[config.mk]
export PLATFORM = sky130hd
export DESIGN_NAME = text_vram_arbiter
export DESIGN_NICKNAME = d
export VERILOG_FILES = /design/src/rtl/text_vram_arbiter_pkg.sv /design/src/rtl/text_vram_wfifo.sv /design/src/rtl/text_vram_arbiter.sv
export SDC_FILE = /design/constraint.sdc
export NUM_CORES = 1
export LEC_CHECK = 0
export CELL_PAD_IN_SITES_DETAIL_PLACEMENT = 0
export CELL_PAD_IN_SITES_GLOBAL_PLACEMENT = 1
export CORE_UTILIZATION = 25
export CTS_BUF_LIST = sky130_fd_sc_hd__clkbuf_8
export DETAILED_ROUTE_END_ITERATION = 7
export HOLD_SLACK_MARGIN = 0.06
export PLACE_DENSITY_LB_ADDON = 0.1
export SLEW_MARGIN = 20
export SYNTH_ARGS = -nofsm -noshare
export SYNTH_HDL_FRONTEND = slang
export SYNTH_SLANG_ARGS = --single-unit
[constraint.sdc]
create_clock -name CK_i -period 3.2 [get_ports CK_i]
set_input_delay 0.64 -clock CK_i [delete_from_list [all_inputs] [get_ports CK_i]]
set_output_delay 0.64 -clock CK_i [all_outputs]
set_load 0.01 [all_outputs]
[src/rtl/text_vram_arbiter_pkg.sv]
// Shared definitions for the text VRAM arbiter: clear-sequencer states and
// default widths / blank code.
package text_vram_arbiter_pkg;

  typedef enum logic {
    S_IDLE = 1'b0,
    S_CLR  = 1'b1
  } clr_state_e;

  localparam int         TVA_AW    = 10;
  localparam int         TVA_DW    = 8;
  localparam logic [7:0] TVA_BLANK = 8'h20;

endpackage

[src/rtl/text_vram_wfifo.sv]
// Small synchronous FIFO of {address, data} host writes waiting for a free
// VRAM slot. Caller guarantees no push when full and no pop when empty.
module text_vram_wfifo
  import text_vram_arbiter_pkg::*;
#(
  parameter int C_AW       = TVA_AW,
  parameter int C_DW       = TVA_DW,
  parameter int C_FQ_DEPTH = 4
) (
  input  logic                          ck_i,
  input  logic                          rst_i,
  input  logic                          push_i,
  input  logic [C_AW-1:0]               push_adr_i,
  input  logic [C_DW-1:0]               push_wd_i,
  input  logic                          pop_i,
  output logic [C_AW-1:0]               head_adr_o,
  output logic [C_DW-1:0]               head_wd_o,
  output logic                          full_o,
  output logic                          empty_o,
  output logic [$clog2(C_FQ_DEPTH):0]   cnt_o
);

  localparam int PW = $clog2(C_FQ_DEPTH);
  localparam int CW = PW + 1;

  logic [C_AW-1:0] adr_mem_q [C_FQ_DEPTH];
  logic [C_AW-1:0] adr_mem_d [C_FQ_DEPTH];
  logic [C_DW-1:0] wd_mem_q  [C_FQ_DEPTH];
  logic [C_DW-1:0] wd_mem_d  [C_FQ_DEPTH];
  logic [PW-1:0]   wp_q, wp_d, rp_q, rp_d;
  logic [CW-1:0]   cnt_q, cnt_d;

  always_comb begin
    adr_mem_d = adr_mem_q;
    wd_mem_d  = wd_mem_q;
    wp_d      = wp_q;
    rp_d      = rp_q;
    cnt_d     = cnt_q;
    if (push_i) begin
      adr_mem_d[wp_q] = push_adr_i;
      wd_mem_d[wp_q]  = push_wd_i;
      wp_d            = wp_q + PW'(1);
    end
    if (pop_i) begin
      rp_d = rp_q + PW'(1);
    end
    // simultaneous push and pop leaves the occupancy unchanged
    case ({push_i, pop_i})
      2'b10:   cnt_d = cnt_q + CW'(1);
      2'b01:   cnt_d = cnt_q - CW'(1);
      default: cnt_d = cnt_q;
    endcase
  end

  always_ff @(posedge ck_i) begin
    if (rst_i) begin
      wp_q  <= '0;
      rp_q  <= '0;
      cnt_q <= '0;
    end else begin
      wp_q  <= wp_d;
      rp_q  <= rp_d;
      cnt_q <= cnt_d;
    end
  end

  always_ff @(posedge ck_i) begin
    adr_mem_q <= adr_mem_d;
    wd_mem_q  <= wd_mem_d;
  end

  assign head_adr_o = adr_mem_q[rp_q];
  assign head_wd_o  = wd_mem_q[rp_q];
  assign full_o     = (cnt_q == CW'(C_FQ_DEPTH));
  assign empty_o    = (cnt_q == '0);
  assign cnt_o      = cnt_q;

endmodule

[src/rtl/text_vram_arbiter.sv]
// Single-port text VRAM arbiter: video fetch > clear sequencer > host FIFO.
// Holds the clear FSM and the two-stage video read-return pipeline.
//
//   state  | meaning
//   S_IDLE | no clear running; free slots drain the host FIFO
//   S_CLR  | writing blank code to cells 0..C_DEPTH-1, FIFO held
module text_vram_arbiter
  import text_vram_arbiter_pkg::*;
#(
  parameter int              C_AW       = TVA_AW,
  parameter int              C_DW       = TVA_DW,
  parameter int              C_DEPTH    = 1000,
  parameter logic [C_DW-1:0] C_BLANK    = C_DW'(TVA_BLANK),
  parameter int              C_FQ_DEPTH = 4
) (
  input  logic                        CK_i,
  input  logic                        RST_i,
  input  logic                        CK_EE_i,
  input  logic                        VID_REQ_i,
  input  logic [C_AW-1:0]             VID_ADRs_i,
  output logic [C_DW-1:0]             VID_RDs_o,
  output logic                        VID_RDV_o,
  input  logic                        HOST_VALID_i,
  output logic                        HOST_READY_o,
  input  logic [C_AW-1:0]             HOST_ADRs_i,
  input  logic [C_DW-1:0]             HOST_WDs_i,
  input  logic                        CLR_REQ_i,
  output logic                        CLR_BUSY_o,
  output logic [$clog2(C_FQ_DEPTH):0] FQ_CNTs_o,
  output logic [C_AW-1:0]             RAM_ADRs_o,
  output logic                        RAM_WE_o,
  output logic [C_DW-1:0]             RAM_WDs_o,
  input  logic [C_DW-1:0]             RAM_RDs_i
);

  clr_state_e      state_q, state_d;
  logic [C_AW-1:0] clr_cnt_q, clr_cnt_d;
  logic [C_AW-1:0] adr_q, adr_d;
  logic            rv1_q, rv1_d;
  logic            rdv_q, rdv_d;
  logic [C_DW-1:0] rd_q, rd_d;

  logic            en, gnt_vid, gnt_clr, gnt_fq;
  logic            fq_full, fq_empty, fq_push;
  logic [C_AW-1:0] fq_adr;
  logic [C_DW-1:0] fq_wd;

  // no slot is granted while reset is asserted, so nothing is written then
  assign en = CK_EE_i & ~RST_i;

  always_comb begin
    gnt_vid    = en & VID_REQ_i;
    gnt_clr    = en & ~VID_REQ_i & (state_q == S_CLR);
    gnt_fq     = en & ~VID_REQ_i & (state_q == S_IDLE) & ~fq_empty;
    RAM_ADRs_o = adr_q;
    RAM_WE_o   = 1'b0;
    RAM_WDs_o  = '0;
    if (gnt_vid) begin
      RAM_ADRs_o = VID_ADRs_i;
    end else if (gnt_clr) begin
      RAM_ADRs_o = clr_cnt_q;
      RAM_WE_o   = 1'b1;
      RAM_WDs_o  = C_BLANK;
    end else if (gnt_fq) begin
      RAM_ADRs_o = fq_adr;
      RAM_WE_o   = 1'b1;
      RAM_WDs_o  = fq_wd;
    end
    adr_d = RAM_ADRs_o;
  end

  always_comb begin
    state_d   = state_q;
    clr_cnt_d = clr_cnt_q;
    rv1_d     = rv1_q;
    rdv_d     = rdv_q;
    rd_d      = rd_q;
    if (CK_EE_i) begin
      rv1_d = VID_REQ_i;
      rdv_d = rv1_q;
      if (rv1_q) rd_d = RAM_RDs_i;
      case (state_q)
        S_IDLE: begin
          if (CLR_REQ_i) begin
            state_d   = S_CLR;
            clr_cnt_d = '0;
          end
        end
        S_CLR: begin
          if (gnt_clr) begin
            if (clr_cnt_q == C_AW'(C_DEPTH - 1)) state_d = S_IDLE;
            else clr_cnt_d = clr_cnt_q + C_AW'(1);
          end
        end
        default: state_d = S_IDLE;
      endcase
    end
  end

  always_ff @(posedge CK_i) begin
    if (RST_i) begin
      state_q   <= S_IDLE;
      clr_cnt_q <= '0;
      adr_q     <= '0;
      rv1_q     <= 1'b0;
      rdv_q     <= 1'b0;
      rd_q      <= '0;
    end else begin
      state_q   <= state_d;
      clr_cnt_q <= clr_cnt_d;
      adr_q     <= adr_d;
      rv1_q     <= rv1_d;
      rdv_q     <= rdv_d;
      rd_q      <= rd_d;
    end
  end

  assign VID_RDV_o    = rdv_q;
  assign VID_RDs_o    = rd_q;
  assign CLR_BUSY_o   = (state_q == S_CLR);
  assign HOST_READY_o = ~fq_full;
  assign fq_push      = HOST_VALID_i & ~fq_full & en;

  text_vram_wfifo #(
    .C_AW       (C_AW),
    .C_DW       (C_DW),
    .C_FQ_DEPTH (C_FQ_DEPTH)
  ) u_wfifo (
    .ck_i       (CK_i),
    .rst_i      (RST_i),
    .push_i     (fq_push),
    .push_adr_i (HOST_ADRs_i),
    .push_wd_i  (HOST_WDs_i),
    .pop_i      (gnt_fq),
    .head_adr_o (fq_adr),
    .head_wd_o  (fq_wd),
    .full_o     (fq_full),
    .empty_o    (fq_empty),
    .cnt_o      (FQ_CNTs_o)
  );

endmodule

==> parameters.txt, run 1 <==
Parameter                              Value

Timing
  Final worst-path setup slack ... roughly 86 ps
  Final critical-path required period ... 3114 ps
  Post-Route Hold Slack ... 461.8 ps
  Slew at the pin closest to its max-slew limit ... 481.2 ps
  Final Setup Violations ... 0
  Slew headroom ... 67.71%
  Final critical-path share of the clock period ... 97.32%
  Final-report max-slew violation count ... 0
  Fin. Hold Viols ... 0
  Final total negative setup slack ... 0 ps
  Maximum clock frequency ... 321.1 MHz
  Worst clock skew on the final layout ... 10.48 ps
  Setup repair after global routing missed its margin ... false

Yosys
  Number of enable flip-flop cells after synthesis ... 72
  Count of cell types in the netlist ... slightly above 50
  Cell area after synthesis ... 4786 um^2
  Largest family of logic cells by synthesized area ... simple AND/OR/NAND/NOR gates
  Cell types occupying the most area after synthesis ... edfxtp_1, dfxtp_1, mux4_2, a21oi_1, nor2_1
  Commonest cells post-synth ... edfxtp_1, dfxtp_1, nor2_1, a21oi_1, mux4_2
  Top-count cell post-synth ... edfxtp_1
  Share of cell area taken by muxes after synthesis ... 9.098%
  Largest area contributor in the netlist ... edfxtp_1
  Post-Synth XOR/XNOR Area ... 1.281%
  Seq/Total Area, Yosys ... 61.07%
  Top FF cell, synth ... edfxtp_1
  Post-synthesis average cell area ... 12.93 um^2
  Number of synthesized register bits ... 110
  Async set or reset register ratio after synthesis ... 0%
  Synthesized-area fraction occupied by and/or/nand/nor cells ... 14.33%
  Post-synthesis compound-gate area fraction ... a little under a tenth
  Number of instances in the synthesized netlist ... 370
  Adder-cell share of the synthesized area ... 1.987%
  Top-area cell type share of the netlist area ... 45.18%
  Syn nets ... 419
  Yosys warning count ... 0

Placed design
  Placer Congestion ... 0.7382
  HPWL Detailed ... 8279 um
  Place WS ... -195.6 ps
  Count of buffers from port buffering ... 74

Layout
  Final core utilization ... 34.05%
  Relative area change from synthesis to final layout ... 33.10%
  Fillcell total ... 1858
  Fraction of final layout cells sized beyond drive strength 1 ... 20.33%
  Final Net Count ... roughly 530
  Diode insertion count for antenna repair ... 0

Drt
  Total routed wirelength ... about 12000 um
  Routed length per placed instance ... 16.63 um
  Number of optimization iterations in the first detailed-route pass ... 5
  Detail Route Antenna Nets ... 0
  Number of remaining DRC errors ... 0
  Average vias per placed instance ... ~4.6
  Via count of the routed design ... 3311
  Detailed router's first-iteration violation count ... 163

Clock network
  Cell at the root of the clock tree ... clkbuf_8
  Number of clock sinks ... 110
  Clock latency on the worst-skew pair ... 380 ps
  H-tree level count ... 3
  Buffer levels on the longest clock path ... 2
  Inserted Clock Buffers ... 9
  Hold-fix buffers at CTS ... 0
  Clk slew on worst S/H paths ... approximately 100 ps
  CTS tree ... done

Setup path
  Register-to-register setup slack ... 670 ps
  Crit-path max FO ... 7
  Required time at the worst-slack endpoint ... 2560 ps
  Arr. time, crit path ... 2470 ps
  Type of destination of the critical path ... output port
  Kind of critical path ... in2out
  Sort of element at the start of the critical path ... input port

Floorplanning
  Die area ... 19700 um^2
  Row Count ... 50
  Io pins ... 75
  Die X-Extent ... about 140 um
  Core area ... 18710 um^2
  Vertical die dimension ... approximately 140 um
  Starting utilization of the core area ... 25.59%

Run
  Max-Cap Viols ... 0

Global routing
  Wire length of the first global-routing pass ... 18980 um
  Gr ovfl total ... 0
  Vias in the first global route ... 3378
  Pin count of the biggest net entering global routing ... 22
  Global-route total usage across every layer ... 12.86%
  Number of antenna violations at the first check in global routing ... 0

Run status
  Status ... completed

Pwr
  Peak supply drop ... 0.2668 mV
  Leakage power total ... 2.206 nW
  Power density over cell area ... 413.2 nW/um^2
  Power Total ... 0.002632 W

Min path
  Worst hold-check path type ... reg2reg
## area by class of cell
type	instances	area, um^2	share of cell area (%)
Inverter	10	37.54	0.5893
Sequential cell	110	2925	45.92
Tap cell	234	292.8	4.596
Timing Repair Buffer	120	1187	18.64
Clock buffer	9	123.9	1.945
Multi-Input combinational cell	226	1745	27.40
Clock inverter	7	57.56	0.9036
## worst paths after layout
kind	cells after the start	to	startpoint
setup / recovery	7	RAM_ADRs_o[7]	RST_i
hold / removal	2	VID_RDs_o[3]	VID_RDs_o[3]
setup reg to reg	11	u_wfifo.cnt_o[2]	CLR_BUSY_o
hold reg to reg	2	VID_RDs_o[3]	VID_RDs_o[3]
## cell usage in the layout, fill, tap and decap left out, types with 11 or more instances in the layout
cell and n:
nor3_1 12, nor2_1 36, mux4_2 18, a21oi_1 31, dfxtp_1 36, edfxtp_1 72
buf_4 38, nor2b_1 11, nand3_1 13, clkdlybuf4s50_1 63, nand2_1 16
## cell families after synthesis
logic type / Yosys count
xor gates and xnor gates: 7
adders and majority gates: 7
and+or+nand+nor: 127
AOI/OAI and AO/OA: 64
muxes: 21
buffers and inverters: 34
DFF: 110
## flip-flops by register name, summed over array words and instances (netlist names), 2 cells and up
register	cells
u_wfifo.cnt_o	3
u_wfifo.wd_mem_q	32
VID_RDs_o	8
u_wfifo.adr_mem_q	40
u_wfifo.wp_q	2
u_wfifo.rp_q	2
adr_q	10
clr_cnt_q	10
## per-stage QoR
step	std cells	instance area (um^2)
2_1_floorplan	370	4786
3_3_place_gp	699	6118
3_5_place_dp	699	6118
4_1_cts	716	6349
5_1_grt	716	6370
6_report	716	6370
## worst max-delay path, cell delays in order
cell and delay, ps:
dlygate4sd2_1 300, buf_4 190, or3b_4 410, nor3_1 200
nor3_1 90, a21o_1 160, clkdlybuf4s50_1 470
## report_power, final
group | internal, W | leakage [nW] | switching (W)
combinational | 0.000146 | 1.15 | 0.000133
clock | 0.000298 | 0.0944 | 0.000509
sequential | 0.00153 | 0.960 | 0.0000122
## routing by layer
| layer | GRT usage [%] | vias to the layer above | wire, um | part of all wire, % |
|---|---|---|---|---|
| li1 | - | 1605 | - | - |
| met1 | 16.99 | 1627 | 5648 | 47 |
| met2 | 20.34 | 70 | 5579 | 47 |
| met3 | 3.658 | 9 | 526 | 4.4 |
| met4 | 3.991 | 0 | 155 | 1.3 |
| met5 | 0 | - | 0 | 0 |
## what timing repair did
item / in CTS / in global routing
pin swaps: 3 / 1
gates cloned: 1 / 0
resized for setup: 15 / 6
setup buffers: 0 / 0
endpoints found under the setup margin: 14 / 4
Note: power is estimated with default switching activity, not from simulation.
==> run 2: changes to the inputs <==
--- a/config.mk
+++ b/config.mk
@@ -7,6 +7,7 @@
 export LEC_CHECK = 0
 export CELL_PAD_IN_SITES_DETAIL_PLACEMENT = 0
 export CELL_PAD_IN_SITES_GLOBAL_PLACEMENT = 1
+export CORE_ASPECT_RATIO = 1.75
 export CORE_UTILIZATION = 25
 export CTS_BUF_LIST = sky130_fd_sc_hd__clkbuf_8
 export DETAILED_ROUTE_END_ITERATION = 7
==> constraint.sdc (replaced) <==
create_clock -name CK_i -period 3.5 [get_ports CK_i]
set_input_delay 0.7 -clock CK_i [delete_from_list [all_inputs] [get_ports CK_i]]
set_output_delay 0.7 -clock CK_i [all_outputs]
set_load 0.01 [all_outputs]
==> run 2 against run 1 <==
  * First-iteration DRC count fell by 41%
  * Power fell by 8.1%
  * Worst hold slack improved by 3.5 ps
  * Largest cell class unchanged
  * Largest power group unchanged
  * Highest routed layer unchanged
==> parameters.txt, run 2 (synthesis gave the netlist of run 1 again) <==
Parameter                              Value

Placed design
  HPWL Detailed ... between 9000 and 10000 um
  Placer Congestion ... 0.7964
  Count of buffers from port buffering ... 74

Global routing
  Met2 layer usage reported by global route ... between 20% and 30%
  Vias in the first global route ... 3574
  Busiest layer in global routing ... met2
  Grt met1 use ... 13.94%
  Wire length of the first global-routing pass ... 19840 um
  Pin count of the biggest net entering global routing ... 21
  Number of antenna violations at the first check in global routing ... 0
  Met3 Usage GRT ... between 2 and 2.5%
  Gr ovfl total ... 0
  Global-route total usage across every layer ... 13.55%

Pwr
  Clock network power share ... 31.1%
  Portion of total power attributed to sequential cells ... 58.5%
  Net switching fraction of the power ... 25.21%
  Comb power frac ... 10.3%
  Leakage power total ... 2.097 nW
  P_sw ... 0.0006102 W
  Power density over cell area ... between 300 and 400 nW/um^2
  Internal ... 0.001810 W
  Peak supply drop ... about 0.16 mV

Floorplanning
  Die X-Extent ... 106.6 um
  Die area ... ~20000 um^2
  Row Count ... 66
  Core area ... 18660 um^2
  Starting utilization of the core area ... 25.64%
  Vertical die dimension ... 185.0 um
  Io pins ... 75

Clock network
  H-tree level count ... 3
  Count of buffers added by post-CTS timing repair for setup ... 0
  Inserted Clock Buffers ... 9
  Buffer levels on the longest clock path ... 2
  Clk slew on worst S/H paths ... between 100 and 150 ps
  Hold-fix buffers at CTS ... 0
  CTS tree ... done
  Cell at the root of the clock tree ... clkbuf_8
  Clock latency on the worst-skew pair ... around 380 ps
  Number of clock sinks ... 110

Drt
  Routed length per placed instance ... 17.79 um
  Detailed router's first-iteration violation count ... 96
  Detail Route Antenna Nets ... 0
  Via count of the routed design ... 3259
  Average vias per placed instance ... 4.590
  Number of optimization iterations in the first detailed-route pass ... 4
  Number of remaining DRC errors ... 0
  Total routed wirelength ... 12630 um

Layout
  Fraction of final layout cells sized beyond drive strength 1 ... 18.01%
  Largest Register ... u_wfifo.adr_mem_q
  Flip-flop count of the largest register, all copies and words added ... 40
  Most frequent cells in the layout ... edfxtp_1, clkdlybuf4s50_1, dfxtp_1, nor2_1, buf_4
  Relative area change from synthesis to final layout ... 30.30%
  Final core utilization ... 33.41%
  Registers with the most flip-flops ... u_wfifo.adr_mem_q (40), u_wfifo.wd_mem_q (32)
  Final Net Count ... 516
  Diode insertion count for antenna repair ... 0
  Most common cell after layout, fill and taps aside ... edfxtp_1

Timing
  Final Setup Violations ... 0
  Setup repair after global routing missed its margin ... false
  Worst clock skew on the final layout ... 14.77 ps
  Final critical-path share of the clock period ... 95.57%
  Fin. Hold Viols ... 0
  Slew at the pin closest to its max-slew limit ... 547.4 ps
  Final-report max-slew violation count ... 0
  Slew headroom ... 63.46%
  Final total negative setup slack ... 0 ps
  Maximum clock frequency ... 299.0 MHz
  Final critical-path required period ... roughly 3300 ps

Setup path
  Crit-path max FO ... 11
  Largest delay share family, worst path ... buffers and inverters
  Kind of critical path ... reg2out
  List of cells traversed by the critical path ... buf_12 > mux4_2 > and4_1 > a311oi_4 > nor2_1 > clkdlybuf4s50_1
  Required time at the worst-slack endpoint ... about 2800 ps
  CP peak stage delay ... 540 ps
  Sort of element at the start of the critical path ... flop
  Arr. time, crit path ... 2650 ps
  Worst-path cell with the longest stage delay ... mux4_2
  Sum of buffers and inverters on the critical path ... 2
  Type of destination of the critical path ... output port

Min path
  Worst hold-check path type ... reg2reg

Run
  Max-Cap Viols ... 0

Run status
  Status ... completed
## run 2: cell types whose count changed in the layout (fill, tap and decap cells not counted), sizes merged
cell	change
buf	-9
bufbuf	-1
clkdlybuf4s50	+8
clkinv	+3
dlygate4sd2	-7
dlymetal6s2s	-1
inv	-3
## run 2: path summary, 6_finish.rpt
path,from,endpoint,slack (ps),depth (start not counted)
worst max-delay path,u_wfifo.rp_q[0],RAM_ADRs_o[3],150,6
worst min-delay path,VID_RDs_o[1],VID_RDs_o[1],470,2
worst max register to register,u_wfifo.cnt_o[0],u_wfifo.cnt_o[2],960,10
worst min register to register,VID_RDs_o[1],VID_RDs_o[1],470,2
## run 2: tightest hold or removal path: stages (launching register included)
cell	delay [ps]
dfxtp_1	330
nand2_1	50
a21oi_1	50
## run 2: cell type report
type	instances	area, um^2
clock buffer	9	123.9
clock inverter	7	70.07
fill	1949	12430
inverter	10	37.54
multi-input combinational	226	1755
sequential	110	2924
tap	238	297.8
timing repair buffer	110	1027
## run 2: power by group through the flow
stage	clock network [W]	registers [W]	logic, W
2_1_floorplan	0	0.00144	0.000108
3_3_place_gp	0	0.00145	0.000251
4_1_cts	0.000798	0.00142	0.000254
3_5_place_dp	0	0.00145	0.000252
6_report	0.000753	0.00142	0.000250
5_1_grt	0.000837	0.00142	0.000274
## run 2: routing by layer
| metal | up-vias | wire length, um |
|---|---|---|
| met5 | - | 0 |
| met4 | 0 | 274 |
| met3 | 15 | 354 |
| met2 | 55 | 7184 |
| met1 | 1605 | 4817 |
| li1 | 1584 | - |
## run 2: stage by stage
stage	setup WS [ps]	power, W	area, um^2	instances	hold slack, ps
floorplan	764.2	0.001552	4786	370	471.6
global placement	-140.9	0.001696	5993	694	444.1
detailed placement	-159.2	0.001698	5993	694	450.7
CTS	4.502	0.002468	6191	710	468.3
global route	16.46	0.002531	6236	710	496.4
finish	155.0	0.002420	6236	710	465.3
## run 2: what timing repair did
item                       in CTS  in global routing
gates resized for setup         3                  8
setup endpoints to repair      11                 10
pin swaps                       0                  0
==> run 3: changes to the inputs <==
--- a/config.mk
+++ b/config.mk
@@ -10,6 +10,7 @@
 export CORE_ASPECT_RATIO = 1.75
 export CORE_UTILIZATION = 25
 export CTS_BUF_LIST = sky130_fd_sc_hd__clkbuf_8
+export CTS_CLUSTER_DIAMETER = 120
 export DETAILED_ROUTE_END_ITERATION = 7
 export HOLD_SLACK_MARGIN = 0.06
 export PLACE_DENSITY_LB_ADDON = 0.1
==> results of run 3 <==
Final layout, timing and power as in run 2 (identical DEF).
